==> config.mk <==
export PLATFORM = sky130hd
export DESIGN_NAME = rotate_engine
export DESIGN_NICKNAME = d
export VERILOG_FILES = /design/src/rtl/rotate_engine.sv
export SDC_FILE = /design/constraint.sdc
export NUM_CORES = 1
export LEC_CHECK = 0
export ABC_AREA = 1
export BUFFER_PORTS_ARGS = -buffer_cell sky130_fd_sc_hd__buf_2
export CORE_UTILIZATION = 30
export CTS_CLUSTER_DIAMETER = 40
export DETAILED_ROUTE_END_ITERATION = 7
export GPL_ROUTABILITY_DRIVEN = 0
export PLACE_DENSITY = 0.51
export SLEW_MARGIN = 20
export SYNTH_ARGS = -nofsm -noshare
export SYNTH_HDL_FRONTEND = slang
export SYNTH_SLANG_ARGS = --single-unit
==> constraint.sdc <==
create_clock -name clk -period 2.9 [get_ports clk]
set_input_delay 0.725 -clock clk [delete_from_list [all_inputs] [get_ports clk]]
set_output_delay 0.725 -clock clk [all_outputs]
set_load 0.05 [all_outputs]
==> src/rtl/rotate_engine.sv <==
// rotate_engine: bit-serial rotator, one position per clock; captures a request,
// rotates it in place and holds the result until the consumer takes it.
//
// state | meaning
// IDLE  | ready to accept a request
// BUSY  | rotating, cnt positions still to go
// DONE  | result on out_data, waiting for out_ready
module rotate_engine #(
   parameter int WIDTH = 8,
   parameter int AMT_W = 3
) (
   input  logic             clk,
   input  logic             rst_n,
   input  logic             in_valid,
   output logic             in_ready,
   input  logic [WIDTH-1:0] in_data,
   input  logic [AMT_W-1:0] in_amt,
   input  logic             in_dir,
   output logic             out_valid,
   input  logic             out_ready,
   output logic [WIDTH-1:0] out_data,
   output logic             busy
);

   typedef enum logic [1:0] {
      IDLE = 2'd0,
      BUSY = 2'd1,
      DONE = 2'd2
   } state_t;

   state_t           state;
   state_t           state_nx;
   logic [AMT_W-1:0] cnt;
   logic [WIDTH-1:0] work;
   logic [WIDTH-1:0] work_rot;
   logic             dir;

   // dir=1 rotates left (MSB wraps to LSB), dir=0 rotates right
   always_comb begin
      work_rot = work;
      if (dir) begin
         work_rot = {work[WIDTH-2:0], work[WIDTH-1]};
      end else begin
         work_rot = {work[0], work[WIDTH-1:1]};
      end
   end

   always_comb begin
      state_nx = state;
      case (state)
         IDLE: begin
            if (in_valid) begin
               state_nx = (in_amt == '0) ? DONE : BUSY;
            end
         end
         BUSY: begin
            if (cnt == AMT_W'(1)) begin
               state_nx = DONE;
            end
         end
         DONE: begin
            if (out_ready) begin
               state_nx = IDLE;
            end
         end
         default: state_nx = IDLE;
      endcase
   end

   always_ff @(posedge clk) begin
      if (!rst_n) begin
         state <= IDLE;
         cnt   <= '0;
         work  <= '0;
         dir   <= 1'b0;
      end else begin
         state <= state_nx;
         case (state)
            IDLE: begin
               if (in_valid) begin
                  work <= in_data;
                  cnt  <= in_amt;
                  dir  <= in_dir;
               end
            end
            BUSY: begin
               work <= work_rot;
               cnt  <= cnt - AMT_W'(1);
            end
            default: ;
         endcase
      end
   end

   assign in_ready  = (state == IDLE);
   assign out_valid = (state == DONE);
   assign busy      = (state != IDLE);
   assign out_data  = work;

endmodule

---- After elaboration in Yosys (flattened, before gate mapping) ----
Cells that the tools add are included.
operators by class
  add/subtract/negate cells ............... 1
  equal/unequal tests ..................... 6
  multiplexer cells ....................... 10
  reduce and logical (&&, ||, !) cells .... 7
operators by type and width
  cell                                                 count
  two-way mux 8 bit                                    2
  case mux 8 bit (2 select lines)                      1
  two-way mux 2 bit                                    4
  case mux 2 bit (3 select lines)                      1
  case mux 3 bit (2 select lines)                      1
  != test 2 bit, second input constant                 2
  AND reduction 2 bit                                  2
  nonzero test 2 bit                                   2
  equality test 3 x 1 -> 1 bit, second input constant  1
  zero test 3 bit                                      1
  two-way mux 3 bit                                    1
  AND reduction 3 bit                                  1
  subtractor 3 x 1 -> 3 bit, second input constant     1
  equality test 2 x 1 -> 1 bit, second input constant  1
  equality test 2 bit, second input constant           1
  zero test 2 bit                                      1
  != test 2 x 1 -> 1 bit, second input constant        1
storage, ports and cells
  register bits ........................... 14
  word-level logic and storage cells ...... 28

---- Longest topological paths before layout ----
  word-level depth ........................ 4
  mapped depth ............................ 7
  mapped depth without buffers ............ 6

---- Worst setup path after synthesis ----
Ideal clock, no wire load.
  path kind ............................... register -> output
  start ................................... reg state[0]
  end ..................................... out busy
  arrival ................................. 1,341 ps
  required time ........................... 2,175 ps
  slack ................................... 834 ps
  cell stages (with the launch flop) ...... 4
  path buffers ............................ 1
  cell sequence ........................... dfxtp_1 > buf_4 > nor2_2 > inv_1
on the way
  cells in the longest elaborated chain, start to end .. 1
RTL lines
  item                    line  source
  start, declared         31    state_t state;
  start signal, assigned  77    state <= state_nx;
  nonzero test 2 bit      97    assign busy = (state != IDLE);
  end, declared           22    output logic busy
No other way between the ends.

---- Final worst setup path ----
Same ends and word-level chain as after synthesis.

==> metrics.txt <==
status complete, no violations; buffer depth of the longest clock path 2; Final HPWL DP 1589 um; CTS tree built; 1st-pass router iterations 6; Routed Antenna Nets 0; Internal 391.6 uW; switching power 392.8 uW; Area Overhead vs Synth 19.91%; syn avg cell area 5.976 um2; H-tree levels 1; Combinational Power Share 52.0%; global route total overflow 0; Hold Violations, Final 0; first-pass GRT wire length 3608 um; total track usage 14.53%; commonest non-fill, non-tap cells in the layout nand2_1 (46), inv_1 (26), buf_2 (26); Fillers 319; cell count of the worst hold path 4; IR drop worst, VDD 0.3455 mV; vias per cell 4.578; CP arrival 1.26 ns; vias 911; Syn Nets 161; Rel. slew slack 61.18%; synth unique cells 16; clk root buf clkbuf_4; hold path endpoint cnt[1]; worst hold path type flop to flop; max-slew violation count 0; worst reg2reg path endpoint out_data[6]; Hold Buf Count CTS 0; Post-Route Setup TNS 0 ns; Max Freq 0.5035 GHz; Leakage 0.0005996 uW; Routed wire per std cell 10.46 um; routed wire length 2082 um; placement row count 18; minimum clock period 1.986 ns; CORE AREA 2590 um2; Post-CTS Resized 0; FF-to-FF path depth 5; Setup Skew 0.009476 ns; CP Class flop to output port; #FFs+latches synth 14; max-cap viol count 0; Yosys Warn Count 0; metal3 WL 91 um; Seq/Total Area, Yosys 32.80%; drt initial violations 24; worst-path fanout max 9; synthesized cell area 854.6 um2; IO Port Bufs 26; Worst-path clk slew 0.09 ns; Num Clock Sinks 14; hold path startpoint cnt[1]; Final #Nets 189; Net Sw Frac 50.08%; pwr dens 765.5 nW/um2; Met1 Wirelength 1060 um; initial antenna violation count 0; measured slew at the worst slew-check pin 0.5823 ns; cts bufs inserted 3; initial core utilization 33.00%; final cycle utilization of the critical path 68.48%; met2 WL 914 um; Clock Latency Late Sink 0.28 ns; area post-placement 1002 um2; Highest Signal Layer met4; Clock Power Share 13.8%; CP Launch Type flop; Design Area, Final 1025 um2; chip height 55.37 um; layout cell share with drive strength beyond 1 20.12%; buffers inserted by post-CTS timing repair 0; I/O pin count 27; commonest non-fill, non-tap cell in the layout nand2_1; Syn Inst Count 143; Power, Total 784.4 uW; RSZ-0062 raised after global routing no; pin count of the biggest net entering global routing 16; Critical Path End Type output port; die area 3066 um2; number of diodes 0; # setup viols final 0; DIE WIDTH 55.37 um; # DRC 0; Flop pwr share 34.3%; Reg-to-Reg Start state[0]; CP required 2.17 ns; vias in the first global route 868; R2R Setup Slk 1.36 ns
[state kept, by name (all words and copies together) (netlist names)]
| name | flops |
|---|---|
| dir | 1 |
| state | 2 |
| cnt | 3 |
| out_data | 8 |
[synthesized netlist by cell type]
| cell | n | area, um2 |
|---|---|---|
| inv_2 | 2 | 7.510 |
| inv_1 | 26 | 97.59 |
| o21ai_0 | 4 | 20.02 |
| o211ai_1 | 1 | 7.510 |
| o21ai_2 | 1 | 8.760 |
| ha_1 | 2 | 25.02 |
| nand4_1 | 1 | 6.260 |
| a21oi_1 | 12 | 60.06 |
| buf_4 | 2 | 15.01 |
| dfxtp_1 | 14 | 280.3 |
| nor2_1 | 9 | 33.78 |
| nand3b_1 | 1 | 7.510 |
| nand2_1 | 46 | 172.7 |
| nor2_2 | 2 | 12.51 |
| nand3_1 | 19 | 95.09 |
| buf_2 | 1 | 5.000 |
[metrics by stage]
stage               setup WS [ns]  utilization [%]  hold slack, ns  cells
global placement            1.013            38.70          0.5290    196
global route               0.8141            39.57          0.6169    199
detailed placement          1.008            38.70          0.5546    196
floorplan                  0.8337                -          0.5144    143
CTS                        0.8947            39.57          0.5667    199
finish                     0.9141            39.57          0.5652    199
[logic make-up (layout without fill, tap and decap cells)]
family / count (synthesis) / count (layout) / share of synthesized area (%)
adder cells (fa/ha/maj): 2 / 2 / 2.928
AND/OR/NAND/NOR: 78 / 78 / 38.36
AO/OA/AOI/OAI: 18 / 18 / 11.27
buffers and inverters: 31 / 57 / 14.64
flip-flops: 14 / 14 / 32.80
[area by class of cell]
cell class                 instances  area (um2)  share of cell area (%)
clock buffer                       3       22.52                   2.198
tap                               30       37.54                   3.663
multi-input combinational         98       449.2                   43.83
inverter                          28       105.1                   10.26
sequential                        14       280.3                   27.35
timing repair buffer              26       130.1                   12.70
[worst max path at each step]
stage / startpoint / end / slack (ns) / cells after the start
finish: state[0] / busy / 0.91 / 3
CTS: state[0] / busy / 0.89 / 3
floorplan: state[0] / busy / 0.83 / 3
detailed placement: in_valid / out_data[3] / 1.01 / 6
global route: state[0] / busy / 0.81 / 3
global placement: in_valid / out_data[7] / 1.01 / 6
[worst max-delay path, stage by stage (launching register included)]
cell	delay [ns]
dfxtp_1	0.54
nor2_2	0.13
inv_1	0.06
buf_2	0.25
[layer usage]
| metal | vias to the layer above | global-route usage, % |
|---|---|---|
| li1 | 496 | - |
| met1 | 394 | 19.14 |
| met2 | 19 | 22.20 |
| met3 | 2 | 5.855 |
| met4 | 0 | 3.214 |
| met5 | - | 0 |
[power groups by stage]
stage / sequential [uW] / combinational (uW) / clock (uW)
global route: 275 / 453 / 125
detailed placement: 273 / 409 / 0
finish: 269 / 408 / 108
CTS: 269 / 411 / 118
global placement: 272 / 409 / 0
floorplan: 339 / 258 / 0
(Power assumes the default switching activity.)
